<file path="config.mk">
export PLATFORM = sky130hd
export DESIGN_NAME = csa_job_port
export DESIGN_NICKNAME = d
export VERILOG_FILES = /design/src/rtl/csa_job_port.sv
export SDC_FILE = /design/constraint.sdc
export NUM_CORES = 1
export LEC_CHECK = 0
export CAP_MARGIN = 20
export CORE_AREA = 2 2 225 227
export CTS_BUF_LIST = sky130_fd_sc_hd__clkbuf_4
export CTS_CLUSTER_DIAMETER = 150
export DETAILED_ROUTE_END_ITERATION = 10
export DIE_AREA = 0 0 227 229
export DONT_BUFFER_PORTS = 1
export PLACE_DENSITY = 0.82
export SKIP_LAST_GASP = 1
export SLEW_MARGIN = 20
export SYNTH_ARGS = -nofsm -noshare
export SYNTH_HDL_FRONTEND = slang
export SYNTH_SLANG_ARGS = --single-unit
</file>
<file path="constraint.sdc">
create_clock -name axi_mm_clk -period 5.8 [get_ports axi_mm_clk]
set_clock_uncertainty 0.15 [all_clocks]
set_input_delay 0.58 -clock axi_mm_clk [delete_from_list [all_inputs] [get_ports axi_mm_clk]]
set_output_delay 0.58 -clock axi_mm_clk [all_outputs]
set_load 0.03 [all_outputs]
</file>
<file path="src/rtl/csa_job_port.sv">
// csa_job_port
//   Host-side endpoint of the CSA job/result FIFO pair. The host fills five
//   job staging registers and commits them. The block then pushes the record
//   into the CSA input FIFO. Seven-word result records are drained from the
//   CSA output FIFO into result registers, where the host reads them back.
//   Optional macro CSA_JOB_PORT_CNT_EN adds JOBS_PUSHED / RESULTS_POPPED
//   counters at addresses 15 / 16.
// Ports
//   axi_mm_clk, rst_n     clock, synchronous active-low reset
//   i_wen/i_waddr/i_wdata/i_wstrb   register write port (wstrb: staging only)
//   i_ren/i_raddr, o_rdata          register read port, data 1 cycle after ren
//   i_job_w_ready, o_job_wen, o_job_wdata       input FIFO push side
//   i_res_r_ready, o_res_ren, i_res_rdata       output FIFO pop side
module csa_job_port #(
  parameter int AXI_DATA_WIDTH    = 32,
  parameter int OPT_MEM_ADDR_BITS = 10,
  parameter int JOB_WORDS         = 5,
  parameter int RESULT_WORDS      = 7
) (
  input  logic                          axi_mm_clk,
  input  logic                          rst_n,
  input  logic                          i_wen,
  input  logic [OPT_MEM_ADDR_BITS-1:0]  i_waddr,
  input  logic [AXI_DATA_WIDTH-1:0]     i_wdata,
  input  logic [AXI_DATA_WIDTH/8-1:0]   i_wstrb,
  input  logic                          i_ren,
  input  logic [OPT_MEM_ADDR_BITS-1:0]  i_raddr,
  output logic [AXI_DATA_WIDTH-1:0]     o_rdata,
  input  logic                          i_job_w_ready,
  output logic                          o_job_wen,
  output logic [AXI_DATA_WIDTH-1:0]     o_job_wdata,
  input  logic                          i_res_r_ready,
  output logic                          o_res_ren,
  input  logic [AXI_DATA_WIDTH-1:0]     i_res_rdata
);

  localparam int BYTES = AXI_DATA_WIDTH / 8;
  localparam int TXW   = $clog2(JOB_WORDS + 1);
  localparam int RXW   = $clog2(RESULT_WORDS + 1);
  localparam int CIW   = $clog2(RESULT_WORDS);

  localparam logic [OPT_MEM_ADDR_BITS-1:0] ADDR_COMMIT = OPT_MEM_ADDR_BITS'(JOB_WORDS);
  localparam logic [OPT_MEM_ADDR_BITS-1:0] ADDR_STATUS = OPT_MEM_ADDR_BITS'(JOB_WORDS + 1);
  localparam logic [OPT_MEM_ADDR_BITS-1:0] ADDR_POP    = OPT_MEM_ADDR_BITS'(JOB_WORDS + 2);
`ifdef CSA_JOB_PORT_CNT_EN
  localparam logic [OPT_MEM_ADDR_BITS-1:0] ADDR_CNT_JOBS =
    OPT_MEM_ADDR_BITS'(JOB_WORDS + 3 + RESULT_WORDS);
  localparam logic [OPT_MEM_ADDR_BITS-1:0] ADDR_CNT_RES =
    OPT_MEM_ADDR_BITS'(JOB_WORDS + 4 + RESULT_WORDS);
`endif

  localparam logic [1:0] TX_IDLE = 2'd0;
  localparam logic [1:0] TX_WAIT = 2'd1;
  localparam logic [1:0] TX_PUSH = 2'd2;
  localparam logic       RX_IDLE = 1'b0;
  localparam logic       RX_READ = 1'b1;

  localparam logic [TXW-1:0] TX_LAST = TXW'(JOB_WORDS);
  localparam logic [RXW-1:0] RX_ISS  = RXW'(RESULT_WORDS);
  localparam logic [CIW-1:0] RX_LAST = CIW'(RESULT_WORDS - 1);

  logic [AXI_DATA_WIDTH-1:0] r_stage  [JOB_WORDS];
  logic [AXI_DATA_WIDTH-1:0] r_shadow [JOB_WORDS];
  logic [AXI_DATA_WIDTH-1:0] r_result [RESULT_WORDS];
  logic [AXI_DATA_WIDTH-1:0] r_rdata;
  logic [AXI_DATA_WIDTH-1:0] r_job_wdata;
  logic [1:0]                r_tx_state;
  logic [TXW-1:0]            r_tx_idx;
  logic                      r_job_wen;
  logic                      r_ovf;
  logic                      r_rx_state;
  logic [RXW-1:0]            r_rx_iss;
  logic [CIW-1:0]            r_cap_idx;
  logic                      r_cap;
  logic                      r_res_ren;
  logic                      r_res_valid;
`ifdef CSA_JOB_PORT_CNT_EN
  logic [AXI_DATA_WIDTH-1:0] r_cnt_jobs;
  logic [AXI_DATA_WIDTH-1:0] r_cnt_res;
`endif

  logic                      w_commit;
  logic                      w_w1c;
  logic                      w_pop_ok;
  logic                      w_tx_busy;
  logic                      w_push_done;
  logic [AXI_DATA_WIDTH-1:0] w_rdata;

  assign w_commit    = i_wen && (i_waddr == ADDR_COMMIT);
  assign w_w1c       = i_wen && (i_waddr == ADDR_STATUS) && i_wdata[3];
  assign w_pop_ok    = i_wen && (i_waddr == ADDR_POP) && r_res_valid;
  assign w_tx_busy   = (r_tx_state != TX_IDLE);
  assign w_push_done = (r_tx_state == TX_PUSH) && (r_tx_idx == TX_LAST);

  assign o_rdata     = r_rdata;
  assign o_job_wen   = r_job_wen;
  assign o_job_wdata = r_job_wdata;
  assign o_res_ren   = r_res_ren;

  // Staging registers, byte-masked host writes
  always_ff @(posedge axi_mm_clk) begin
    if (!rst_n) begin
      for (int k = 0; k < JOB_WORDS; k++) r_stage[k] <= '0;
    end else if (i_wen) begin
      for (int k = 0; k < JOB_WORDS; k++)
        if (i_waddr == OPT_MEM_ADDR_BITS'(k))
          for (int b = 0; b < BYTES; b++)
            if (i_wstrb[b]) r_stage[k][8*b +: 8] <= i_wdata[8*b +: 8];
    end
  end

  // TX: snapshot staging on commit, wait for FIFO room, push the record
  always_ff @(posedge axi_mm_clk) begin
    if (!rst_n) begin
      r_tx_state  <= TX_IDLE;
      r_tx_idx    <= '0;
      r_job_wen   <= 1'b0;
      r_job_wdata <= '0;
      r_ovf       <= 1'b0;
      for (int k = 0; k < JOB_WORDS; k++) r_shadow[k] <= '0;
    end else begin
      if (w_commit && w_tx_busy) r_ovf <= 1'b1;
      else if (w_w1c)            r_ovf <= 1'b0;
      case (r_tx_state)
        TX_IDLE: if (w_commit) begin
          r_shadow   <= r_stage;
          r_tx_state <= TX_WAIT;
        end
        TX_WAIT: if (i_job_w_ready) begin
          r_job_wen   <= 1'b1;
          r_job_wdata <= r_shadow[0];
          r_tx_idx    <= TXW'(1);
          r_tx_state  <= TX_PUSH;
        end
        TX_PUSH: if (r_tx_idx != TX_LAST) begin
          r_job_wdata <= r_shadow[r_tx_idx];
          r_tx_idx    <= r_tx_idx + 1'b1;
        end else begin
          r_job_wen  <= 1'b0;
          r_tx_idx   <= '0;
          r_tx_state <= TX_IDLE;
        end
        default: r_tx_state <= TX_IDLE;
      endcase
    end
  end

  // RX: issue RESULT_WORDS reads back to back; r_cap marks the cycle the
  // FIFO data for the previous read strobe is on i_res_rdata.
  always_ff @(posedge axi_mm_clk) begin
    if (!rst_n) begin
      r_rx_state  <= RX_IDLE;
      r_rx_iss    <= '0;
      r_res_ren   <= 1'b0;
      r_cap       <= 1'b0;
      r_cap_idx   <= '0;
      r_res_valid <= 1'b0;
      for (int k = 0; k < RESULT_WORDS; k++) r_result[k] <= '0;
    end else begin
      r_cap <= r_res_ren;
      if (w_pop_ok) r_res_valid <= 1'b0;
      case (r_rx_state)
        RX_IDLE: if (!r_res_valid && i_res_r_ready) begin
          r_rx_state <= RX_READ;
          r_res_ren  <= 1'b1;
          r_rx_iss   <= RXW'(1);
        end
        default: if (r_rx_iss != RX_ISS) r_rx_iss  <= r_rx_iss + 1'b1;
                 else                    r_res_ren <= 1'b0;
      endcase
      if (r_cap) begin
        r_result[r_cap_idx] <= i_res_rdata;
        if (r_cap_idx == RX_LAST) begin
          r_cap_idx   <= '0;
          r_res_valid <= 1'b1;
          r_rx_state  <= RX_IDLE;
        end else begin
          r_cap_idx <= r_cap_idx + 1'b1;
        end
      end
    end
  end

`ifdef CSA_JOB_PORT_CNT_EN
  // Activity counters; a clear write wins over a same-cycle increment
  always_ff @(posedge axi_mm_clk) begin
    if (!rst_n) begin
      r_cnt_jobs <= '0;
      r_cnt_res  <= '0;
    end else if (i_wen && (i_waddr == ADDR_CNT_JOBS)) begin
      r_cnt_jobs <= '0;
      r_cnt_res  <= '0;
    end else begin
      if (w_push_done) r_cnt_jobs <= r_cnt_jobs + 1'b1;
      if (w_pop_ok)    r_cnt_res  <= r_cnt_res + 1'b1;
    end
  end
`endif

  // Read mux; unmapped addresses return an 0xE000 tag plus the address
  always_comb begin
    w_rdata = {16'hE000, {(AXI_DATA_WIDTH-16-OPT_MEM_ADDR_BITS){1'b0}}, i_raddr};
    for (int k = 0; k < JOB_WORDS; k++)
      if (i_raddr == OPT_MEM_ADDR_BITS'(k)) w_rdata = r_stage[k];
    for (int k = 0; k < RESULT_WORDS; k++)
      if (i_raddr == OPT_MEM_ADDR_BITS'(JOB_WORDS + 3 + k)) w_rdata = r_result[k];
    if (i_raddr == ADDR_STATUS)
      w_rdata = {{(AXI_DATA_WIDTH-4){1'b0}}, r_ovf, i_job_w_ready, r_res_valid, w_tx_busy};
`ifdef CSA_JOB_PORT_CNT_EN
    if (i_raddr == ADDR_CNT_JOBS) w_rdata = r_cnt_jobs;
    if (i_raddr == ADDR_CNT_RES)  w_rdata = r_cnt_res;
`endif
  end

  always_ff @(posedge axi_mm_clk) begin
    if (!rst_n)     r_rdata <= '0;
    else if (i_ren) r_rdata <= w_rdata;
  end

endmodule

</file>
---- Yosys cells after proc, flatten, opt, wreduce, memory -nomap -nowiden ----
Memories as Yosys holds them, arrays and structs flattened.
Cells that the tools add are included.
Widths: inputs -> output; s select.
word-level totals
  flip-flop bits (word level) ............. 401
  memory bits (writable) .................. 224
  bits of input ports ..................... 94
  word-level logic and storage cells ...... 168
  memories ................................ 1
memory list
  name      depth  width  rd ports  clocked after Yosys merged registers in  wr ports  RTL line  text
  r_result  7      32     7         0                                        7         64        logic [AXI_DATA_WIDTH-1:0] r_result [RESULT_WORDS];
cells by class
  add/sub/neg operators ................... 3
  order comparisons ....................... 1
  equality and inequality tests ........... 30
  muxes and demuxes ....................... 52
  bitwise gates (word level) .............. 1
  reductions and logical operators ........ 43
operator list
  kind                 number
  $mux 32              18
  $bmux 32 s3          1
  $eq 10x4->1 const B  7
  $reduce_and 3->1     23
  $pmux 32 s2          1
  $eq 10x3->1 const B  6
  $eq 10x2->1 const B  4
  $reduce_or 32->1     1
  $mux 3               7
  $eq 10x1->1 const B  2
  $logic_not 10->1     2
  $mux 1               19
  $add 3x1->3 const B  3
  $ne 2x2->1 const B   4
  $reduce_and 2->1     4
  $reduce_bool 2->1    4
  $logic_and 1x1->1    7
  $mux 2               3
  $ne 3x3->1 const B   2
  $pmux 2 s3           1
  $pmux 3 s2           1
  $ge 4x4->1 const B   1
  $ne 2x1->1 const B   2
  $not 3->4            1
  6 further kinds      6

---- Longest topological paths before layout ----
  word-level depth ........................ 14
  depth in mapped cells ................... 10
  gate-level depth less buffers ........... 6

---- Worst setup path before layout ----
No wires, ideal clock.
  kind .................................... reg2reg
  start point ............................. reg r_cap_idx[1]
  end point ............................... mem r_result[2][0], enable pin
  library setup time ...................... 466 ps
  data arrival time ....................... 3044 ps
  required time ........................... 5184 ps
  path slack .............................. 2141 ps
  cell stages (with the launch flop) ...... 4
  buffers on the path ..................... 1
  path through ............................ dfxtp_1 > clkbuf_1 > nand2_1 > o21ai_0
RTL lines
  what                    RTL line  text
  start, declared         73        logic [CIW-1:0] r_cap_idx;
  start signal, assigned  178       r_cap_idx <= r_cap_idx + 1'b1;
  end, declared           64

==> summary.txt <==
Status
  – Run status: complete, no violations

Placed design
  – Pre-CTS setup slack: 2.084 ns
  – PortBufs: 0
  – HPWL after detailed placement: 54,960 um
  – Cell count after placement: 3,428
  – Cell Area, Placed: 0.02727 mm2
  – Routability cong.: 0.9413

Timing
  – Max-slew violation count: 0
  – FMAX: 239.6 MHz
  – Worst Tran Pin Value: 1.194 ns
  – Final setup viols: 0
  – Final TNS setup: 0 ns
  – Fin crit share: 0.7195
  – Post-route setup slack: 1.627 ns
  – Tmin final: 4.173 ns
  – RSZ-0062 raised after global routing: no
  – Fin. Hold Viols: 0
  – Slew headroom: 0.1975

Synthesis
  – Cells after synthesis: 2,945
  – Syn nets: 3,041
  – Ys Warns: 0
  – Post-synthesis cell area: 0.02698 mm2
  – Count of cell types in the netlist: 56
  – Post-synth top area share: 0.3212
  – Synth top area cells: dfxtp_1 (32%), edfxtp_1 (21%), nand2_1 (7.9%)
  – Most used DFF post-synth: dfxtp_1
  – EDFF count, synth: 192
  – Asr flop ratio synth: 0
  – Mean Syn Cell Area: 9.162 um2
  – Area leader, netlist: dfxtp_1
  – Post-synthesis sequential area ratio: 0.5349
  – Seq cells post-synth: 625

Global routing
  – Largest net degree at the start of global routing: 112
  – Total GRT Usage: 0.3365
  – Number of global-route vias before repair: 23.17k
  – First-pass GRT wire length: 133,800 um
  – Initial antenna violation count: 13
  – Total gr overflow: 0

Final layout
  – Non-filler instance count after layout: 3,820
  – Area grow syn2layout: 12.62%
  – Multi-input logic area: 0.01161 mm2
  – Filler Cell Count: 4,027
  – Share of cells above drive strength 1: 0.1217
  – Most frequent cells in the layout: nand2_1 (562), dfxtp_1 (432), a21oi_1 (347)
  – Finished Cell Area: 0.03039 mm2
  – Final #Nets: 3,114
  – Most common cell after layout, fill and taps aside: nand2_1
  – Register area: 0.01444 mm2

Setup path
  – FF-to-FF Start: r_cap
  – Top Family by Delay on Critical Path: simple AND/OR/NAND/NOR gates
  – Worst Setup Start Kind: input pin
  – CP Data Arrival Time: 4.79 ns
  – Setup Crit Path Kind: in2reg
  – CP bufs+invs: 4
  – Crit path required time: 6.42 ns
  – R2R Setup Slk: 2.04 ns
  – CP Capture Point: r_result[6][11]
  – Crit-path max cell delay: 1.05 ns
  – Crit-path slowest cell: nand3_2
  – R2R depth: 6
  – Endpoint class of the critical path: register
  – Setup crit start: rst_n
  – CP dominant cell by count: dlygate4sd3_1
  – CP Depth: 8
  – R2R Path End: r_result[6][11]
  – Crit path max fanout: 72
  – Crit-path cells: dlygate4sd3_1 > buf_12 > inv_8 > nor2_4 > nand3_2 > nand2_1 > a21oi_1 > dlygate4sd3_1

Floorplan
  – Core ar.: 0.04966 mm2
  – IO Pins: 160
  – Die width: 227 um
  – Die height: 229 um
  – Die area: 0.05198 mm2
  – Starting density of the core: 0.5434
  – FP Rows: 82

Power and ir drop
  – Clk pwr share: 0.424
  – Peak supply drop: 0.1666 mV
  – Comb power frac: 0.045
  – Leak: 11.11 nW
  – Sw Ratio: 0.2372
  – P_sw: 0.002059 W
  – Sequential share of power: 0.531
  – P_int: 0.006624 W
  – Pwr Density: 285.7 mW/mm2

Drt
  – Routed Antenna Nets: 0
  – DRT iter0 DRCs: 3,485
  – Drt total wl: 88,810 um
  – First-pass detailed-route iteration total: 6
  – DRC viols: 0
  – Total number of vias: 23.86k
  – Average wire per standard cell: 23.25 um
  – Vias/cell: 6.245

CTS
  – CTS H-tree depth: 4
  – Setup repair bufs after CTS: 0
  – Clk_lat worst skew: 0.89 ns
  – CTS tree: yes
  – CTS sink cnt: 625
  – CTS root buf: clkbuf_4
  – Cts bufs inserted: 150
  – Clock transition at path regs: 0.07 ns
  – Clk buf depth: 3

Run
  – Max Cap Viol: 0

Min path
  – Min-Delay Path Class: in2reg
  – Worst Hold Path Cells: 4
## cells in the mapped netlist (5+ instances only)
master and n:
buf_2 20, o22ai_1 36, mux2i_1 160, nand2b_1 17, a221oi_1 20, buf_4 11, or3_1 9, dfxtp_1 433
edfxtp_1 192, a2111oi_0 8, nor2_1 327, o21bai_1 6, and2_1 66, nand3_1 28, mux2_2 69, a31oi_1 7
nand2_1 566, a21oi_1 347, nor2b_1 17, clkbuf_1 159, a22oi_1 95, nor3_1 19, o31ai_1 15, a21o_1 17
buf_1 25, a22o_1 5, o21ai_0 122, o221ai_1 18, o21a_1 12, inv_1 44, nor4_1 9, a211oi_1 14
mux4_2 7
## worst min-delay path, stage by stage
cell and delay [ns]:
a22oi_1 0.05, nor2_1 0.10, a2111oi_0 0.11, o31ai_1 0.20
## state kept, by name, summed over array words and instances, names as in the netlist, 2 cells and up
name,cells
r_tx_idx,3
r_rx_iss,3
r_shadow,160
o_rdata,32
r_stage,160
r_result,224
r_tx_state,2
o_job_wdata,32
r_cap_idx,3
## per-stage QoR
stage	total power (W)	hold WS, ns	utilization
finish	0.008683	0.04463	0.6120
global route	0.008952	0.02175	0.6119
CTS	0.008672	0.0001860	0.6109
detailed placement	0.004988	0.2932	0.5492
global placement	0.004977	0.2881	0.5491
floorplan	0.004928	0.2829	-
## layer usage
metal,routed length (um),vias to the layer above,GRT usage
met1,32620,11090,0.4275
met2,39350,1829,0.5112
met3,12300,361,0.1047
met4,4500,8,0.1830
li1,-,10560,-
met5,43,-,0
## area by class of cell
class | count | share of cell area
tap | 672 | 0.02767
sequential | 625 | 0.4750
clock buffer | 229 | 0.05657
timing repair buffer | 136 | 0.04397
clock inverter | 44 | 0.008111
multi-input combinational | 2060 | 0.3821
inverter | 45 | 0.005805
antenna | 9 | 0.0007411
## what timing repair did
action / 4_1_cts / 5_1_grt
hold endpoints to repair: 482 / 0
hold buffers: 109 / 0
gates resized for setup: 0 / 0
## power by group through the flow
stage / Sequential, W / Clock [W] / Combinational, W
floorplan: 0.00469 / 0 / 0.000236
global placement: 0.00470 / 0 / 0.000276
detailed placement: 0.00470 / 0 / 0.000284
CTS: 0.00461 / 0.00369 / 0.000378
global route: 0.00461 / 0.00393 / 0.000410
finish: 0.00461 / 0.00368 / 0.000394
## how the worst min path moves through the flow
stage	from	to	slack, ns
floorplan	r_shadow[32]	r_shadow[32]	0.28
global placement	r_shadow[58]	r_shadow[58]	0.29
detailed placement	r_shadow[45]	r_shadow[45]	0.29
CTS	i_raddr[1]	o_rdata[1]	0.0002
global route	i_raddr[3]	o_rdata[1]	0.02
finish	i_raddr[3]	o_rdata[6]	0.04
## kinds of logic (layout without fill, tap and decap cells)
group,after synthesis,count (layout),share of synthesized area
AO/OA/AOI/OAI,743,743,0.1646
AND/OR/NAND/NOR,1079,1079,0.1670
buffers and inverters,260,454,0.03863
flip-flops,625,625,0.5349
adder cells (fa/ha/maj),2,2,0.0009272
other,0,9,0
multiplexers,236,236,0.09399
No activity file was read; power rests on OpenSTA's default activity.
